`src/rtl/sprite_drawer.sv`:
```
`default_nettype none
// ============================================================================
// Module   : sprite_drawer
// Purpose  : Pixel-drawing engine. On a one-cycle draw_bg / draw_char request
//            it latches the sprite's top-left corner and sweeps a
//            SPRITE_W x SPRITE_H box in raster order, one pixel per cycle.
//            BG mode restores background pixels from the background ROM;
//            CHAR mode plots sprite ROM pixels, skipping TRANSPARENT ones.
//            Off-screen pixels are swept (and timed) but never plotted.
// Ports    : clock, reset        - clock, synchronous active-high reset
//            draw_bg, draw_char  - one-cycle requests (BG wins if both)
//            x_in, y_in          - sprite top-left, sampled on acceptance
//            bg_addr / bg_data   - background ROM port (1-cycle latency)
//            spr_addr / spr_data - sprite ROM port (1-cycle latency)
//            vga_x/y/colour/plot - VGA adapter plot port
//            busy                - request in progress
//            done_bg, done_char  - one-cycle completion pulses
// Revision : 1.0 - initial release
// ============================================================================
module sprite_drawer #(
  parameter int                    SPRITE_W    = 8,
  parameter int                    SPRITE_H    = 8,
  parameter int                    SPR_AW      = 6,
  parameter int                    COLOUR_W    = 3,
  parameter logic [COLOUR_W-1:0]   TRANSPARENT = '0,
  parameter int                    SCREEN_W    = 320,
  parameter int                    SCREEN_H    = 240
) (
  input  logic                clock,
  input  logic                reset,
  input  logic                draw_bg,
  input  logic                draw_char,
  input  logic [8:0]          x_in,
  input  logic [7:0]          y_in,
  output logic [16:0]         bg_addr,
  input  logic [COLOUR_W-1:0] bg_data,
  output logic [SPR_AW-1:0]   spr_addr,
  input  logic [COLOUR_W-1:0] spr_data,
  output logic [8:0]          vga_x,
  output logic [7:0]          vga_y,
  output logic [COLOUR_W-1:0] vga_colour,
  output logic                vga_plot,
  output logic                busy,
  output logic                done_bg,
  output logic                done_char
);

  localparam int COL_W = (SPRITE_W > 1) ? $clog2(SPRITE_W) : 1;
  localparam int ROW_W = (SPRITE_H > 1) ? $clog2(SPRITE_H) : 1;

  localparam logic [1:0] S_IDLE  = 2'd0;
  localparam logic [1:0] S_SWEEP = 2'd1;
  localparam logic [1:0] S_FLUSH = 2'd2;
  localparam logic [1:0] S_DONE  = 2'd3;

  logic [1:0]       state;
  logic [1:0]       state_next;

  // Latched request context
  logic [8:0]       x0;
  logic [7:0]       y0;
  logic             mode_char;
  logic [COL_W-1:0] col;
  logic [ROW_W-1:0] row;

  // One-stage pipeline aligning pixel attributes with ROM data
  logic             p_valid;
  logic             p_clip;
  logic [8:0]       p_x;
  logic [7:0]       p_y;

  // Combinational pixel coordinates, wide enough that they never wrap
  logic [9:0]       px;
  logic [8:0]       py;
  logic             clip;
  logic             issue;
  logic             request;
  logic             col_last;
  logic             last_pix;

  assign request  = draw_bg | draw_char;
  assign col_last = (col == COL_W'(SPRITE_W - 1));
  assign last_pix = col_last && (row == ROW_W'(SPRITE_H - 1));
  assign px       = {1'b0, x0} + 10'(col);
  assign py       = {1'b0, y0} + 9'(row);
  assign clip     = (px >= 10'(SCREEN_W)) || (py >= 9'(SCREEN_H));

  // --------------------------------------------------------------------------
  // FSM: state register
  // --------------------------------------------------------------------------
  always_ff @(posedge clock) begin
    if (reset) begin
      state <= S_IDLE;
    end else begin
      state <= state_next;
    end
  end

  // --------------------------------------------------------------------------
  // FSM: next-state logic
  // --------------------------------------------------------------------------
  always_comb begin
    state_next = state;
    case (state)
      S_IDLE:  if (request)  state_next = S_SWEEP;
      S_SWEEP: if (last_pix) state_next = S_FLUSH;
      S_FLUSH: state_next = S_DONE;
      S_DONE:  state_next = S_IDLE;
      default: state_next = S_IDLE;
    endcase
  end

  // --------------------------------------------------------------------------
  // FSM: outputs
  // --------------------------------------------------------------------------
  always_comb begin
    issue     = (state == S_SWEEP);
    busy      = (state != S_IDLE);
    done_bg   = (state == S_DONE) && !mode_char;
    done_char = (state == S_DONE) &&  mode_char;
  end

  // --------------------------------------------------------------------------
  // Sweep counters, request latch and plot pipeline
  // --------------------------------------------------------------------------
  always_ff @(posedge clock) begin
    if (reset) begin
      x0        <= '0;
      y0        <= '0;
      mode_char <= 1'b0;
      col       <= '0;
      row       <= '0;
      p_valid   <= 1'b0;
      p_clip    <= 1'b0;
      p_x       <= '0;
      p_y       <= '0;
    end else begin
      if (state == S_IDLE) begin
        col <= '0;
        row <= '0;
        if (request) begin
          x0        <= x_in;
          y0        <= y_in;
          // BG has priority when both requests arrive together
          mode_char <= !draw_bg;
        end
      end else if (issue) begin
        if (col_last) begin
          col <= '0;
          row <= row + 1'b1;
        end else begin
          col <= col + 1'b1;
        end
      end

      p_valid <= issue;
      p_clip  <= issue & clip;
      // Only the low bits are kept; anything wider is clipped anyway
      p_x     <= issue ? px[8:0] : '0;
      p_y     <= issue ? py[7:0] : '0;
    end
  end

  // ROM addresses are presented during the issue cycle, zero otherwise
  always_comb begin
    bg_addr  = '0;
    spr_addr = '0;
    if (issue) begin
      bg_addr  = 17'(py) * 17'(SCREEN_W) + 17'(px);
      spr_addr = SPR_AW'(row) * SPR_AW'(SPRITE_W) + SPR_AW'(col);
    end
  end

  // Plot port: ROM data arrives aligned with the pipelined pixel attributes
  always_comb begin
    vga_x      = p_x;
    vga_y      = p_y;
    vga_colour = '0;
    vga_plot   = 1'b0;
    if (p_valid) begin
      vga_colour = mode_char ? spr_data : bg_data;
      vga_plot   = !p_clip && (!mode_char || (spr_data != TRANSPARENT));
    end
  end

endmodule
`default_nettype wire

```
`config.mk`:
```
export PLATFORM = sky130hd
export DESIGN_NAME = sprite_drawer
export DESIGN_NICKNAME = d
export VERILOG_FILES = /design/src/rtl/sprite_drawer.sv
export SDC_FILE = /design/constraint.sdc
export NUM_CORES = 1
export LEC_CHECK = 0
export ABC_AREA = 1
export ABC_CLOCK_PERIOD_IN_PS = 5700
export BUFFER_PORTS_ARGS = -buffer_cell sky130_fd_sc_hd__buf_4
export CAP_MARGIN = 40
export CORE_MARGIN = 4
export CORE_UTILIZATION = 25
export CTS_CLUSTER_DIAMETER = 30
export DETAILED_ROUTE_END_ITERATION = 10
export PLACE_DENSITY = 0.44
export SYNTH_ARGS = -nofsm -noshare
export SYNTH_HDL_FRONTEND = slang
export SYNTH_SLANG_ARGS = --single-unit
```
`constraint.sdc`:
```
create_clock -name clock -period 5.7 [get_ports clock]
set_input_delay 0.855 -clock clock [delete_from_list [all_inputs] [get_ports clock]]
set_output_delay 0.855 -clock clock [all_outputs]
set_load 0.05 [all_outputs]
```
==> run metrics <==
crit-path cells=ha_1, fa_1, nand2_1, a21boi_4, xor2_2, inv_1, ha_1, fa_1, nand3_1, nand3_1, nand2_1, nand3_2, nor2_2, nand2_2, nand2_1, nand2_1, nor2_1, buf_4; total wire length=about 7600 um; synthesized area per cell=7.13 um2; port buffer count=73; fin. max-slew vios=0; hold slack final=about 0.47 ns; final hold violation count=0; Setup violations, final=0; layout cell share with drive strength beyond 1=approximately 22%; f_max=roughly 220 MHz; initial antenna violation count=0; Synth area leaders=dfxtp_1, ha_1, nand2_1; largest net degree at the start of global routing=25; flops & latches, synth=45; largest delay contributor family on the critical path=adder cells; io pins=74; DRC=0; post-synth top area cell=dfxtp_1; switching power=around 700 uW; routability cong.=about 0.80; 1st-iter DRT viols=74; worst slew pin tran=~0.7 ns; Leak Pwr=about 1.9 nW; Starting Density=around a quarter; worst min-delay path category=reg2reg; cell area power density=just over 400 mW/mm2; slowest CP cell=fa_1; number of synthesized flops with an enable pin=0; Syn Nets=~460; Post-CTS Setup Inserts=0; Yosys top cell area share=between 30% and 40%; sequential fraction of the synthesis area=31.4%; MaxCap Viol Count=0; Synth warnings=0; detailed-router iteration count before antenna repair=4; reg-to-reg startpoint=state[1]; area of the mapped netlist=roughly 0.0029 mm2; r2r setup slk=~3.3 ns; post-CTS sizing=0; Main synth FF type=dfxtp_1; Crit Path Max Fanout=4; Sw Ratio=a little under half; post-route setup TNS=0 ns; Post-CTS Hold Buffers=0; element type at the critical path start=flip-flop; synthesis-to-finish area growth=28.5%; crit end category=output port; DP HPWL=approximately 6100 um; relative slew slack=between 50% and 60%; Netlist cell types=31; critical path's largest stage delay=0.49 ns; Die Ht=around 120 um; CTS Buf Count=5; Logic pwr share=about 53%; critical path launch point=row[0]; Seq pwr share=28.1%; post-route ant nets=0; GRT Total Usage=a little under an eighth; Final Cycle Share=between 70% and 80%; cell count after synthesis=403; clock skew=between 0.004 and 0.005 ns; asr flop ratio synth=0%; cell-internal power=roughly 790 uW; first-pass GRT wire length=12400 um; crit-path most repeated cell=nand2_1; TritonCTS sink count=45; cell with the most instances after synthesis=nand2_1; vias=about 2600; Worst VDD drop=0.124 mV; Period minus WS final=4.47 ns; Buffers & Inverters on Critical Path=2; Clk pwr share=between 15 and 20%; Data arrival, critical path=about 3.6 ns; die area=about 0.013 mm2; Core Region=0.0110 mm2; commonest cells in the netlist=nand2_1, nor2_1, inv_1, dfxtp_1, ha_1; CTS Root Cell=clkbuf_16; CTS Buffer Depth=2; CTS tree=yes; row count=38; clock latency reported for the late side of the worst-skew pair=around 0.28 ns; CP Class=reg2out; RSZ-0062 raised after global routing=no; DR WL/cell=~12 um; Die W=~120 um; number of global-route vias before repair=about 2600; total gr overflow=0; H-tree depth=2; outcome=finished clean; CP Data Required Time=between 4 and 5 ns; routed vias/inst=4.30; antenna diode count=0; hold_sp=x0[2]; Clock transition at path regs=roughly 0.060 ns; nets=533
final timing paths:
kind / endpoint / cells past startpoint
worst max-delay path: bg_addr[16] / 18
worst min-delay path: x0[2] / 2
worst max register to register: vga_y[2] / 6
worst min register to register: x0[2] / 2
cell families (layout without fill, tap and decap cells):
logic type | Yosys count | count (layout) | share of synthesized area (%)
flip-flops | 45 | 45 | 31.4
AO/OA/AOI/OAI | 54 | 54 | 11.2
buffers and inverters | 68 | 140 | 9.58
XOR/XNOR | 10 | 10 | 3.57
AND/OR/NAND/NOR | 195 | 195 | 29.7
adder cells (fa/ha/maj) | 31 | 31 | 14.5
power groups by stage:
stage	Sequential [mW]	Combinational [mW]	Clock, mW
2_1_floorplan	0.449	0.571	0
3_3_place_gp	0.427	0.794	0
3_5_place_dp	0.428	0.793	0
4_1_cts	0.421	0.798	0.300
5_1_grt	0.429	0.879	0.312
6_report	0.421	0.787	0.290
registers in the layout, indices dropped and copies added (netlist names):
register and cells:
vga_x 9, x0 9, vga_y 8, y0 8, col 3, row 3, state 2, mode_char 1
p_clip 1, p_valid 1
area by class of cell:
class	instances	area [um2]
Sequential cell	45	901
Clock buffer	7	143
Multi-Input combinational cell	290	1700
Tap cell	140	175
Inverter	59	221
Fill cell	1234	7340
Timing Repair Buffer	74	556
worst register-to-register path, delay by kind of cell (launching register included):
family / cells / cell delay, ns
buffers and inverters: 3 / 0.89
flip-flops: 1 / 0.33
AND/OR/NAND/NOR: 2 / 0.53
adder cells (fa/ha/maj): 1 / 0.58
metal layers:
metal | wire length [um] | vias up | global-route usage, %
met5 | 0 | - | 0
met4 | 104 | 0 | 3.36
met3 | 364 | 7 | 3.16
met2 | 3560 | 51 | 19.1
met1 | 3610 | 1169 | 15.2
li1 | - | 1416 | -
cell usage in the layout, fill, tap and decap left out, types with 4 or more instances in the layout:
cell and count:
clkbuf_16 5, nand3_1 22, ha_1 27, buf_4 74, nand2_2 7, nor2_2 6
o21ai_0 12, xor2_1 5, fa_1 4, a211oi_1 10, a21oi_1 25, dfxtp_1 45
nand4_1 4, nand2_1 84, inv_1 56, nor3_1 4, nor2_1 62
per-stage QoR:
step | area [um2] | total power [mW] | utilization, % | setup slack [ns] | std cells
5_1_grt | 3690 | 1.62 | 33.5 | 0.949 | 615
6_report | 3690 | 1.50 | 33.5 | 1.23 | 615
2_1_floorplan | 2870 | 1.02 | - | 1.16 | 403
3_5_place_dp | 3550 | 1.22 | 32.2 | 1.53 | 608
4_1_cts | 3690 | 1.52 | 33.5 | 1.21 | 615
3_3_place_gp | 3550 | 1.22 | 32.2 | 1.58 | 608
Power figures use the tool's default switching activity.
